File: src/rtl/count_seq_pkg.sv
// Shared constants for the count sequencer: state encoding and default sizing.
package count_seq_pkg;

  localparam int DEF_WIDTH    = 3;
  localparam int DEF_PRESCALE = 4;

  typedef logic [2:0] state_t;

  localparam logic [2:0] IDLE  = 3'd0;
  localparam logic [2:0] CLEAR = 3'd1;
  localparam logic [2:0] RUN   = 3'd2;
  localparam logic [2:0] DONE  = 3'd3;
  localparam logic [2:0] ABORT = 3'd4;

endpackage

File: src/rtl/count_seq_ctrl_if.sv
// Board-control and counter-control bundle between the board, the sequencer and the counter.
interface count_seq_ctrl_if
  import count_seq_pkg::*;
#(
  parameter int WIDTH = DEF_WIDTH
);
  logic             start;
  logic             stop;
  logic             dir;
  logic [WIDTH-1:0] target;
  logic [WIDTH-1:0] q;
  logic             cnt_clr;
  logic             cnt_en;
  logic             cnt_up;
  logic             busy;
  logic             done;
  logic             aborted;

  modport master (
    output start, stop, dir, target, q,
    input  cnt_clr, cnt_en, cnt_up, busy, done, aborted
  );

  modport slave (
    input  start, stop, dir, target, q,
    output cnt_clr, cnt_en, cnt_up, busy, done, aborted
  );
endinterface

File: src/rtl/count_seq_ctrl_presc_tick.sv
// Modulo-PRESCALE counter with sync clear and enable; tick marks the last count of each period.
module presc_tick
  import count_seq_pkg::*;
#(
  parameter int PRESCALE = DEF_PRESCALE
) (
  input  logic clk,
  input  logic rst,
  input  logic clr,
  input  logic en,
  output logic tick
);

  logic [7:0] cnt;

  assign tick = (cnt == 8'(PRESCALE - 1));

  always_ff @(posedge clk or posedge rst) begin
    if (rst) begin
      cnt <= '0;
    end else if (clr) begin
      cnt <= '0;
    end else if (en) begin
      cnt <= tick ? 8'd0 : cnt + 8'd1;
    end
  end

endmodule

File: src/rtl/count_seq_ctrl.sv
// Count sequencer: clears the counter, then paces enables until q reaches the target.
// Optional: COUNT_SEQ_AUTO_RESTART_EN makes DONE loop back to CLEAR until stop.
module count_seq_ctrl
  import count_seq_pkg::*;
#(
  parameter int WIDTH    = DEF_WIDTH,
  parameter int PRESCALE = DEF_PRESCALE
) (
  input logic             sysclk,
  input logic             rstn,
  count_seq_ctrl_if.slave bus
);

  state_t           state;
  state_t           state_nx;
  logic             dir_q;
  logic [WIDTH-1:0] tgt_q;
  logic             tick;
  logic             hit;
  logic             presc_clr;
  logic             presc_en;

  assign hit       = (bus.q == tgt_q);
  assign presc_clr = (state == CLEAR);
  assign presc_en  = (state == RUN);

  presc_tick #(
    .PRESCALE(PRESCALE)
  ) u_presc (
    .clk (sysclk),
    .rst (rstn),
    .clr (presc_clr),
    .en  (presc_en),
    .tick(tick)
  );

  always_comb begin
    state_nx = state;
    case (state)
      IDLE:    if (bus.start && !bus.stop) state_nx = CLEAR;
      CLEAR:   state_nx = bus.stop ? ABORT : RUN;
      // stop wins over a q match arriving in the same cycle
      RUN: begin
        if (bus.stop)  state_nx = ABORT;
        else if (hit)  state_nx = DONE;
      end
`ifdef COUNT_SEQ_AUTO_RESTART_EN
      DONE:    state_nx = bus.stop ? IDLE : CLEAR;
`else
      DONE:    state_nx = IDLE;
`endif
      ABORT:   state_nx = IDLE;
      default: state_nx = IDLE;
    endcase
  end

  always_ff @(posedge sysclk or posedge rstn) begin
    if (rstn) begin
      state <= IDLE;
      dir_q <= 1'b0;
      tgt_q <= '0;
    end else begin
      state <= state_nx;
      if (state == IDLE && bus.start && !bus.stop) begin
        dir_q <= bus.dir;
        tgt_q <= bus.target;
      end
    end
  end

  // Moore outputs decoded from state; only cnt_en looks at live inputs
  assign bus.cnt_clr = (state == CLEAR);
  assign bus.cnt_en  = (state == RUN) && tick && !hit && !bus.stop;
  assign bus.cnt_up  = dir_q;
  assign bus.busy    = (state == CLEAR) || (state == RUN) || (state == DONE);
  assign bus.done    = (state == DONE);
  assign bus.aborted = (state == ABORT);

endmodule

File: src/flat_wrapper.sv
// flat-port wrapper written by rule: the top's interface ports become plain ports
module count_seq_ctrl_flat import count_seq_pkg::*;
#(
  parameter int WIDTH    = DEF_WIDTH,
  parameter int PRESCALE = DEF_PRESCALE
)
  (sysclk, rstn, bus_start, bus_stop, bus_dir, bus_target, bus_q, bus_cnt_clr, bus_cnt_en, bus_cnt_up, bus_busy, bus_done, bus_aborted);
  count_seq_ctrl_if #(.WIDTH(WIDTH)) bus_i ();
  input logic sysclk;
  input logic rstn;
  input wire logic [$bits(bus_i.start)-1:0] bus_start;
  input wire logic [$bits(bus_i.stop)-1:0] bus_stop;
  input wire logic [$bits(bus_i.dir)-1:0] bus_dir;
  input wire logic [$bits(bus_i.target)-1:0] bus_target;
  input wire logic [$bits(bus_i.q)-1:0] bus_q;
  output wire logic [$bits(bus_i.cnt_clr)-1:0] bus_cnt_clr;
  output wire logic [$bits(bus_i.cnt_en)-1:0] bus_cnt_en;
  output wire logic [$bits(bus_i.cnt_up)-1:0] bus_cnt_up;
  output wire logic [$bits(bus_i.busy)-1:0] bus_busy;
  output wire logic [$bits(bus_i.done)-1:0] bus_done;
  output wire logic [$bits(bus_i.aborted)-1:0] bus_aborted;
  assign bus_i.start = bus_start;
  assign bus_i.stop = bus_stop;
  assign bus_i.dir = bus_dir;
  assign bus_i.target = bus_target;
  assign bus_i.q = bus_q;
  assign bus_cnt_clr = bus_i.cnt_clr;
  assign bus_cnt_en = bus_i.cnt_en;
  assign bus_cnt_up = bus_i.cnt_up;
  assign bus_busy = bus_i.busy;
  assign bus_done = bus_i.done;
  assign bus_aborted = bus_i.aborted;
  count_seq_ctrl #(.WIDTH(WIDTH), .PRESCALE(PRESCALE)) u_core (.sysclk(sysclk), .rstn(rstn), .bus(bus_i));
endmodule
File: config.mk
export PLATFORM = sky130hd
export DESIGN_NAME = count_seq_ctrl_flat
export DESIGN_NICKNAME = d
export VERILOG_FILES = /design/src/rtl/count_seq_pkg.sv /design/src/rtl/count_seq_ctrl_if.sv /design/src/rtl/count_seq_ctrl_presc_tick.sv /design/src/rtl/count_seq_ctrl.sv /design/src/flat_wrapper.sv
export SDC_FILE = /design/constraint.sdc
export NUM_CORES = 1
export LEC_CHECK = 0
export CELL_PAD_IN_SITES_DETAIL_PLACEMENT = 0
export CELL_PAD_IN_SITES_GLOBAL_PLACEMENT = 2
export CORE_UTILIZATION = 34
export CTS_CLUSTER_SIZE = 20
export DETAILED_ROUTE_END_ITERATION = 6
export PLACE_DENSITY = 0.81
export SYNTH_ARGS = -nofsm -noshare
export SYNTH_HDL_FRONTEND = slang
export SYNTH_SLANG_ARGS = --single-unit
File: constraint.sdc
create_clock -name sysclk -period 4.05 [get_ports sysclk]
set_input_delay 0.81 -clock sysclk [delete_from_list [all_inputs] [get_ports sysclk]]
set_output_delay 0.81 -clock sysclk [all_outputs]
set_load 0.01 [all_outputs]
==> flow_summary.json <==
{
  "outcome": "completed",
  "areaGrowthSynthToFinish_pct": 22.2,
  "cp_max_fo": 3,
  "synthMuxAreaShare_pct": 6.38,
  "fmax_ghz": 0.322,
  "cp-startpoint": "bus_stop",
  "portBuffers": 16,
  "synth_compound_area_share_pct": 6.96,
  "h-tree-depth": 1,
  "syn-num-nets": 95,
  "clock_path_buffers": 2,
  "ys.warnings.count": 0,
  "grt_pass1_vias": 602,
  "overflow": 0,
  "final_area_um2": 1050,
  "power_frac_clock_pct": 19.0,
  "die_area_um2": 2740,
  "cts_tree": "yes",
  "p_seq_share_pct": 51.0,
  "synthAdderAreaFrac_pct": 2.90,
  "end_kind": "output port",
  "reg2reg_slack_ps": 2240,
  "die_w_um": 52.4,
  "setup_viol": 0,
  "synth_top_area_share_pct": 43.5,
  "rr_worst_depth": 5,
  "final.setup.tns_ps": 0,
  "antenna_found_initial": 0,
  "syn_inst": 82,
  "dieHeight_um": 52.4,
  "core_um2": 2300,
  "synth_largest_area_cell": "dfrtp_1",
  "synth_xor_xnor_area_share_pct": 11.3,
  "synth_area_um2": 863,
  "clock_latency_ps": 290,
  "layout.nets": 113,
  "worst_pin_slew_ps": 564,
  "cts.sinks": 15,
  "worstPathRequired_ps": 3240,
  "drive_gt1_share_pct": 13.1,
  "ys_seq_elements": 15,
  "cts-resized-gates": 0,
  "synth_commonest_cells": "15 x dfrtp_1, 9 x nor2_1, 8 x nor3_1",
  "synth.area.top_cells": "dfrtp_1 43%, mux2_2 5.2%, xnor2_1 5.1%",
  "postCtsSetupBuffers": 0,
  "drc": 0,
  "track_usage_pct": 14.5,
  "initial_utilization_pct": 37.6,
  "hold_path.class": "flop to flop",
  "r2r-end": "u_core.u_presc.cnt[3]$_DFFE_PP0P_",
  "routed_wl_mm": 1.61,
  "synthArstFlopShare_pct": 100,
  "drtAntennaViolNets": 0,
  "p_per_area_nw_per_um2": 430,
  "leakage_uw": 0.000427,
  "power.switching_uw": 155,
  "crit_path_start_kind": "primary input",
  "grt_max_degree": 16,
  "ir_worst_vdd_mv": 0.211,
  "skew_ps": 9.66,
  "arrival_ps": 2290,
  "hold_buffers": 0,
  "p_int_uw": 299,
  "postSynthAreaPerCell_um2": 10.5,
  "ys_types": 31,
  "fin_crit_ps": 3100,
  "place_area_um2": 1030,
  "synth-edff-count": 0,
  "grt_pass1_wl_mm": 2.87,
  "yosysMostFrequentCell": "dfrtp_1",
  "max-slew-margin-rel_pct": 62.4,
  "drt-initial-drc-count": 7,
  "gp_congestion": 0.761,
  "ys_seq_area_share_pct": 43.5,
  "antennaDiodeCount": 0,
  "ys.flop_type": "dfrtp_1",
  "clockRootBuffer": "clkbuf_4",
  "path_clk_slew_ps": 90,
  "synth_top_family_by_area": "simple AND/OR/NAND/NOR gates",
  "num_vias": 640,
  "yosys.area_share.simple_pct": 24.2,
  "post-dp-hpwl_mm": 1.17,
  "finalCritPeriodShare_pct": 76.6,
  "path_class": "primary input to output port",
  "finalHoldViolCount": 0,
  "report.final.slew_viol_count": 0,
  "io_pins": 17,
  "numCtsBuffers": 3,
  "comb_power_share_pct": 30.1,
  "p_sw_share_pct": 34.1,
  "reg2reg_from": "u_core.u_presc.cnt[0]$_DFFE_PP0P_",
  "fill_cells": 226,
  "drtPass1Iterations": 4,
  "rows": 17,
  "worstSetupEndpoint": "bus_cnt_en",
  "via_per_inst": 5.04,
  "rsz0062_at_grt": "no",
  "maxCapViolCount": 0,
  "routedWlPerCell_um": 12.7
}
## layer usage
layer	GRT usage [%]	wire length (µm)
met1	20.7	814
met2	20.3	715
met3	5.22	70
met4	3.95	11
met5	0	0
## flip-flops by register name, summed over array words and instances, names as in the netlist
register            count
u_core.bus.cnt_up       1
u_core.state            3
u_core.tgt_q            3
u_core.u_presc.cnt      8
## power groups by stage
stage	sequential (µW)	clock [µW]	combinational [µW]
after floorplan	215	0	110
after global placement	234	0	138
after detailed placement	234	0	136
after CTS	230	92.2	138
after global routing	238	100	153
final	231	86.1	137
## cell families after synthesis
group | Yosys count
AND/OR/NAND/NOR | 38
flip-flops | 15
XOR/XNOR | 9
AO/OA/AOI/OAI | 7
buffers and inverters | 6
multiplexers | 5
adder cells (fa/ha/maj) | 2
## metrics by stage
stage	std cells	worst slack, ps	power, µW	hold WS [ps]	util (%)
4_1_cts	127	949	461	518	45.9
2_1_floorplan	82	1890	325	465	-
6_report	127	948	454	513	45.9
5_1_grt	127	825	491	545	45.9
3_5_place_dp	123	963	370	499	44.8
3_3_place_gp	123	970	372	491	44.8
## how the worst min path moves through the flow
stage	from	endpoint	slack, ps	cells past startpoint
3_5_place_dp	u_core.u_presc.cnt[7]$_DFFE_PP0P_	u_core.u_presc.cnt[7]$_DFFE_PP0P_	500	1
3_3_place_gp	u_core.bus.cnt_up$_DFFE_PP0P_	u_core.bus.cnt_up$_DFFE_PP0P_	490	1
4_1_cts	u_core.u_presc.cnt[7]$_DFFE_PP0P_	u_core.u_presc.cnt[7]$_DFFE_PP0P_	520	1
6_report	u_core.u_presc.cnt[7]$_DFFE_PP0P_	u_core.u_presc.cnt[7]$_DFFE_PP0P_	510	1
5_1_grt	u_core.u_presc.cnt[7]$_DFFE_PP0P_	u_core.u_presc.cnt[7]$_DFFE_PP0P_	550	1
2_1_floorplan	u_core.u_presc.cnt[7]$_DFFE_PP0P_	u_core.u_presc.cnt[7]$_DFFE_PP0P_	460	1
## worst max-delay path, cell delays in order
cell and delay [ps]:
clkdlybuf4s50_1 440, nor3_1 240, nand2_1 90, nor3_1 140, clkdlybuf4s50_1 570
## layout by cell type (no fill, tap or decap), types with 3 or more instances in the layout
cell,Yosys,layout
clkdlybuf4s50_1,0,16
dfrtp_1,15,15
nor2_1,9,9
nor3_1,8,8
nand2_1,5,5
xnor2_1,5,5
mux2_2,4,4
nor3b_1,3,3
inv_1,3,3
xor2_1,3,3
nand3_1,3,3
clkbuf_4,0,3
## cell type report
class	instances	area, µm²	share of cell area, %
well taps	28	35.0	3.32
repair buffers	16	160	15.2
flip-flops and latches	15	375	35.6
inverters	3	11.3	1.07
clock buffers	4	26.3	2.49
multi-input cells	61	447	42.3
Note: power is estimated with default switching activity, not from simulation.
